==> config.mk <==
export PLATFORM = sky130hd
export DESIGN_NAME = nic_dma_ctrl
export DESIGN_NICKNAME = d
export VERILOG_FILES = /design/src/rtl/nic_dma_pkg.sv /design/src/rtl/nic_dma_ptrs.sv /design/src/rtl/nic_dma_ctrl.sv
export SDC_FILE = /design/constraint.sdc
export NUM_CORES = 1
export LEC_CHECK = 0
export CAP_MARGIN = 10
export CORE_AREA = 2 2 141 143
export CTS_BUF_LIST = sky130_fd_sc_hd__clkbuf_8 sky130_fd_sc_hd__clkbuf_16
export DETAILED_ROUTE_END_ITERATION = 8
export DIE_AREA = 0 0 143 145
export SETUP_SLACK_MARGIN = 0.1
export SLEW_MARGIN = 20
export SYNTH_ARGS = -nofsm -noshare
export SYNTH_HDL_FRONTEND = slang
export SYNTH_SLANG_ARGS = --single-unit
==> constraint.sdc <==
create_clock -name clk -period 7.5 [get_ports clk]
set_clock_uncertainty 0.15 [all_clocks]
set_input_delay 1.5 -clock clk [delete_from_list [all_inputs] [get_ports clk]]
set_output_delay 1.5 -clock clk [all_outputs]
set_load 0.01 [all_outputs]
==> src/rtl/nic_dma_pkg.sv <==
// nic_dma_pkg: shared FSM state type and NIC register map for the receive DMA controller.
package nic_dma_pkg;

    typedef enum logic [1:0] {
        IDLE  = 2'd0,
        POLL  = 2'd1,
        FETCH = 2'd2,
        WRITE = 2'd3
    } dma_state_e;

    localparam logic [1:0] NIC_IN_BUF     = 2'b00;
    localparam logic [1:0] NIC_IN_STAT    = 2'b01;
    localparam int         STAT_VALID_BIT = 0;

endpackage

==> src/rtl/nic_dma_ptrs.sv <==
// nic_dma_ptrs: mailbox write/read pointers and occupancy counter.
// Push and pop in the same cycle leave the count unchanged; pop on an empty mailbox is ignored.
module nic_dma_ptrs #(
    parameter int DEPTH = 16,
    parameter int PTR_W = 4
) (
    input  logic             clk,
    input  logic             reset,
    input  logic             push,
    input  logic             pop,
    output logic [PTR_W-1:0] wr_ptr,
    output logic [PTR_W-1:0] rd_ptr,
    output logic [PTR_W:0]   count,
    output logic             full
);

    logic pop_ok;

    assign pop_ok = pop && (count != '0);
    assign full   = (count == (PTR_W+1)'(DEPTH));

    // DEPTH is a power of two, so natural pointer overflow is the modulo wrap
    always_ff @(posedge clk or negedge reset) begin
        if (!reset) begin
            wr_ptr <= '0;
            rd_ptr <= '0;
            count  <= '0;
        end else begin
            if (push)
                wr_ptr <= wr_ptr + 1'b1;
            if (pop_ok)
                rd_ptr <= rd_ptr + 1'b1;
            count <= count + (PTR_W+1)'(push) - (PTR_W+1)'(pop_ok);
        end
    end

endmodule

==> src/rtl/nic_dma_ctrl.sv <==
// nic_dma_ctrl: cycle-stealing NIC receive DMA into a circular DMEM mailbox; CPU always wins both ports.
// Optional NIC_DMA_DROP_CNT_EN: keep polling when full, discard fetched packets and count them in drop_count.
module nic_dma_ctrl
    import nic_dma_pkg::*;
#(
    parameter logic [7:0] BASE_ADDR = 8'hC0,
    parameter int         DEPTH     = 16,
    parameter int         PTR_W     = 4
) (
    input  logic             clk,
    input  logic             reset,
    input  logic             dma_en,
    input  logic             dma_pop,
    input  logic             cpu_memEn,
    input  logic             cpu_memWrEn,
    input  logic [7:0]       cpu_addr,
    input  logic [63:0]      cpu_d_out,
    output logic             mem_memEn,
    output logic             mem_memWrEn,
    output logic [7:0]       mem_addr,
    output logic [63:0]      mem_d_out,
    input  logic             cpu_nicEn,
    input  logic             cpu_nicWrEn,
    input  logic [1:0]       cpu_addr_nic,
    input  logic [63:0]      cpu_din_nic,
    output logic             nic_nicEn,
    output logic             nic_nicWrEn,
    output logic [1:0]       nic_addr,
    output logic [63:0]      nic_din,
    input  logic [63:0]      nic_dout,
    output logic [PTR_W-1:0] wr_ptr,
    output logic [PTR_W-1:0] rd_ptr,
    output logic [PTR_W:0]   pkt_count,
    output logic             dma_busy
`ifdef NIC_DMA_DROP_CNT_EN
    ,
    output logic [15:0]      drop_count
`endif
);

    dma_state_e  state, next_state;
    logic [63:0] data_q;
    logic        full, push, latch, drop;
    logic        dma_nic, dma_mem;
    logic [1:0]  dma_nic_addr;

    nic_dma_ptrs #(.DEPTH(DEPTH), .PTR_W(PTR_W)) u_ptrs (
        .clk    (clk),
        .reset  (reset),
        .push   (push),
        .pop    (dma_pop),
        .wr_ptr (wr_ptr),
        .rd_ptr (rd_ptr),
        .count  (pkt_count),
        .full   (full)
    );

    always_comb begin
        next_state   = state;
        dma_nic      = 1'b0;
        dma_nic_addr = NIC_IN_STAT;
        dma_mem      = 1'b0;
        latch        = 1'b0;
        push         = 1'b0;
        drop         = 1'b0;
        case (state)
            IDLE: begin
`ifdef NIC_DMA_DROP_CNT_EN
                if (dma_en)
`else
                if (dma_en && !full)
`endif
                    next_state = POLL;
            end
            POLL: begin
                if (!cpu_nicEn) begin
                    dma_nic    = 1'b1;
                    next_state = nic_dout[STAT_VALID_BIT] ? FETCH : IDLE;
                end
            end
            FETCH: begin
                if (!cpu_nicEn) begin
                    dma_nic      = 1'b1;
                    dma_nic_addr = NIC_IN_BUF;
                    latch        = 1'b1;
                    next_state   = WRITE;
`ifdef NIC_DMA_DROP_CNT_EN
                    if (full) begin
                        drop       = 1'b1;
                        next_state = IDLE;
                    end
`endif
                end
            end
            WRITE: begin
                if (!cpu_memEn) begin
                    dma_mem    = 1'b1;
                    push       = 1'b1;
                    next_state = IDLE;
                end
            end
        endcase
    end

    // Pure combinational muxing keeps CPU pass-through alive while reset is held
    assign mem_memEn   = cpu_memEn | dma_mem;
    assign mem_memWrEn = cpu_memEn ? cpu_memWrEn : dma_mem;
    assign mem_addr    = cpu_memEn ? cpu_addr : BASE_ADDR + 8'(wr_ptr);
    assign mem_d_out   = cpu_memEn ? cpu_d_out : data_q;
    assign nic_nicEn   = cpu_nicEn | dma_nic;
    assign nic_nicWrEn = cpu_nicEn & cpu_nicWrEn;
    assign nic_addr    = cpu_nicEn ? cpu_addr_nic : dma_nic_addr;
    assign nic_din     = cpu_nicEn ? cpu_din_nic : '0;
    assign dma_busy    = (state != IDLE);

    always_ff @(posedge clk or negedge reset) begin
        if (!reset) begin
            state  <= IDLE;
            data_q <= '0;
        end else begin
            state <= next_state;
            if (latch)
                data_q <= nic_dout;
        end
    end

`ifdef NIC_DMA_DROP_CNT_EN
    always_ff @(posedge clk or negedge reset) begin
        if (!reset)
            drop_count <= '0;
        else if (drop && drop_count != 16'hFFFF)
            drop_count <= drop_count + 16'd1;
    end
`else
    logic unused_drop;
    assign unused_drop = drop;
`endif

endmodule

==> results.txt <==
- Clk pwr share: 0.188
- Required arrival time at the worst endpoint: 5850 ps
- Worst Reg2Reg Path Length in Cells: 12
- After filler insertion, the fill cell instance count of the layout stands at 1,748.
- In the routed design, unresolved DRC markers number 0.
- Cells after synthesis: 368
* Synth Warn #: 0
* Root buf cell: sky130_fd_sc_hd__clkbuf_16
- Power per unit of standard cell area: 267.8 mW/mm^2
* Critical-path cell list: buf_4 > nor2b_1 > a21o_1 > clkdlybuf4s50_1
* Number of antenna diodes: 0
- Summed over all instances, the cell type with the most area after synthesis is sky130_fd_sc_hd__dfrtp_1.
- P&R area growth vs syn: 92.64%
- Destination of the critical timing path: mem_memWrEn
- Setup violations remaining at the end of the flow were counted as 0.
- Once detail routing completed, the nets flagged for antenna violations numbered 0.
- After clock tree synthesis, the setup repair step added 0 buffers.
- Destination of the worst register-to-register timing path: u_ptrs.count[4]
* Largest stage delay on the critical path: 690 ps
- With fillers left out, the area of the finished cells amounts to 0.008708 sq mm.
- Cts hold-fix bufs: 0
- Yosys top cell area share: 0.4373
- The detailed router finished its first iteration with 98 violations.
* Synthesized flop and latch total: 79
- The critical path runs through a total of 4 cells.
* Final number of max-transition violations: 0
* Share of the clock period used by the worst path: 0.6498
- Initial Util: 0.2354
- Vias per cell: 4.110
- Die Span X: 143 microns
* Most common flop cell mapped by yosys: sky130_fd_sc_hd__dfrtp_1
* Global Route Usage Sum: 0.1519
* TritonCTS clock tree: built
- Max frequency: 205.2 MHz
- At the later pin of the worst-skew pair, clock insertion delay measures 340 ps.
- Cell with the largest stage delay on the worst path: sky130_fd_sc_hd__buf_4
- The congestion estimate from routability-driven global placement came to roughly 0.8.
* Cells taking the most area after synthesis: sky130_fd_sc_hd__dfrtp_1 44%, sky130_fd_sc_hd__mux2_2 33%, sky130_fd_sc_hd__and2_1 9.4%
* Most used standard cell by instance count after synthesis: sky130_fd_sc_hd__mux2_2
* Clock tree buffer depth: 2
- STA classifies the critical path endpoint as a primary output.
- Critical Path Fanout Max: 76
- Of the total power, combinational logic draws 0.474.
- Post-route worst hold slack: roughly 340 ps
- The clock tree synthesis step divided the H-tree into 3 levels.
* Height of the chip: 145 microns
- Of all flip-flops after synthesis, the portion carrying an async set or reset was 1.000.
- The number of buffers and inverters on the critical path is 2.
* Setup crit start: cpu_memEn
* GRT overflow: 0
- At the pin with the least slew margin, the transition time is 945.4 ps.
- Synth top cells by count: 133 x sky130_fd_sc_hd__mux2_2, 79 x sky130_fd_sc_hd__dfrtp_1, 68 x sky130_fd_sc_hd__and2_1, 13 x sky130_fd_sc_hd__ha_1, 11 x sky130_fd_sc_hd__inv_1
- Boundary pin count: ~370
* Die footprint: 0.02074 sq mm
- Summing every instance area after synthesis gives 0.004521 sq mm.
* Via count of the routed design: a little over 4,000
- At the end of the flow the core is filled with cells to 0.4534.
* Number of global-route vias before repair: 4,266
- For this design the total switching power over the nets is 716.9 uW.
- After routing, the total negative slack on setup checks comes to 0 ps.
- The worst-case IR drop observed on VDD is 0.1486 mV.
- The worst path needs just under 5000 ps of the cycle, external delays included.
- Worst reg-to-reg setup slack: 4600 ps
* Pin count of the biggest net entering global routing: 80
- Net count after synthesis: 592
- The run finished with clean final reports.
- Worst relative slew slack: 0.3697
* Count of instances resized after the clock tree is built: 0
- After floorplanning, the core was sized to cover ~0.019 sq mm.
* Average size of a mapped cell: 12.28 sq um
- Classification of the worst-slack hold path: reg -> reg
* Internal power: 1616 uW
- For this run, the detailed router's first-pass iteration total came to 4.
- Setup repair after global routing left no endpoint under its margin.
- Grouping stages by cell kind, the critical path spends the most delay in buffers and inverters.
* Launch point of the worst reg-to-reg path: u_ptrs.count[3]
- Count of flip-flops with a built-in enable after synthesis: 0
- Synthesis instantiated 26 different standard cells from the library.
* Worst setup path class: in -> out
* Port buffer count: roughly 370
- Number of CTS-inserted buffers: 9
* Wire length of the first global-routing pass: ~24,000 microns
- Dividing the detail-routed wire length by the instance count gives approximately 17 microns.
- The initial antenna violation count was 0.
* Leak: between 0.003 and 0.004 uW
- Wires add up to around 16,000 microns.
- Total half-perimeter wirelength after legalization and detailed placement: between 10,000 and 15,000 microns
- Share of post-route cells with drive strength above 1: 0.2157
- Of the total power, the share spent switching nets is 0.3073.
- Nets: 947
- Placed Area: ~0.0084 sq mm
- Endpoint arrival time on the critical path: 3220 ps
- Number of endpoints with negative hold slack in the final report: 0
* Kind of start point of the critical path: primary input
- Clock slew seen by the registers of the worst setup and hold paths: 60 ps
- Count of standard-cell rows: 51
* Number of sinks driven by the clock tree: between 70 and 80
- Max-cap viol count: 0
* Relative contribution of sequential cells to total power: 0.338
- For this run, the register share of the synthesized area comes to 0.4373.
==> cells in the final DEF, fill, tap and decap left out, drive strengths merged <==
cell type | netlist | routed
mux2 | 134 | 134
ha | 13 | 13
xor2 | 4 | 4
o21a | 1 | 1
a21o | 2 | 2
clkbuf | 8 | 9
o21ai | 2 | 2
nand2 | 5 | 5
nor2 | 3 | 3
clkinvlp | 0 | 3
fa | 1 | 1
xnor2 | 6 | 6
nand4 | 2 | 2
buf | 15 | 4
clkdlybuf4s50 | 0 | 363
and2 | 68 | 68
a21oi | 4 | 4
clkinv | 0 | 1
mux2i | 2 | 2
bufinv | 0 | 1
nor2b | 2 | 2
a211oi | 1 | 1
inv | 11 | 13
dfrtp | 79 | 79
or3b | 1 | 1
nand2b | 2 | 2
or2 | 2 | 2
==> flip-flops by register name, summed over array words and instances (netlist names), named ones only <==
register,cells
data_q,64
u_ptrs.rd_ptr,4
u_ptrs.wr_ptr,4
u_ptrs.count,5
state,1
==> worst min path at each step <==
| stage | start | end | slack (ps) | depth (start not counted) |
|---|---|---|---|---|
| 2_1_floorplan | data_q[0] | data_q[0] | 330 | 1 |
| 3_3_place_gp | u_ptrs.rd_ptr[3] | u_ptrs.rd_ptr[3] | 320 | 1 |
| 3_5_place_dp | u_ptrs.rd_ptr[3] | u_ptrs.rd_ptr[3] | 330 | 1 |
| 4_1_cts | u_ptrs.rd_ptr[3] | u_ptrs.rd_ptr[3] | 340 | 1 |
| 5_1_grt | u_ptrs.rd_ptr[3] | u_ptrs.rd_ptr[3] | 370 | 1 |
| 6_report | u_ptrs.rd_ptr[3] | u_ptrs.rd_ptr[3] | 340 | 1 |
==> power by group through the flow <==
stage | clock network (uW) | logic, uW | registers (uW)
after floorplan | 0 | 581 | 755
after global placement | 0 | 1090 | 792
after detailed placement | 0 | 1120 | 798
after CTS | 459 | 1130 | 795
after global routing | 475 | 1200 | 819
final | 439 | 1110 | 787
==> final cells by class <==
| class | count | area [sq um] | area share |
|---|---|---|---|
| multi-input cells | 255 | 2392 | 0.2747 |
| inverters | 11 | 41.29 | 0.004741 |
| clock inverters | 7 | 73.82 | 0.008477 |
| clock buffers | 9 | 225.2 | 0.02586 |
| well taps | 265 | 331.6 | 0.03807 |
| repair buffers | 367 | 3667 | 0.4211 |
| flip-flops and latches | 79 | 1977 | 0.2270 |
==> metal layers <==
| metal | vias to the layer above | track usage | part of all wire |
|---|---|---|---|
| li1 | 1964 | - | - |
| met1 | 1928 | 0.1850 | 0.42 |
| met2 | 169 | 0.2598 | 0.49 |
| met3 | 20 | 0.04455 | 0.075 |
| met4 | 0 | 0.04010 | 0.016 |
| met5 | - | 0 | 0 |
==> cell families after synthesis <==
group           after synthesis  synth area share
simple gates                 85            0.1138
fa+ha+maj                    14           0.04041
flops                        79            0.4373
mux                         136            0.3391
buf+inv                      34           0.03515
compound gates               10           0.01494
xor+xnor                     10           0.01937
==> per-stage QoR <==
stage | total power [uW] | worst slack, ps | std cells
finish | 2332 | 2627 | 993
global route | 2492 | 2478 | 993
CTS | 2380 | 2588 | 993
detailed placement | 1921 | 2583 | 977
global placement | 1886 | 2654 | 977
floorplan | 1336 | 3593 | 368
No activity file was read; power rests on OpenSTA's default activity.
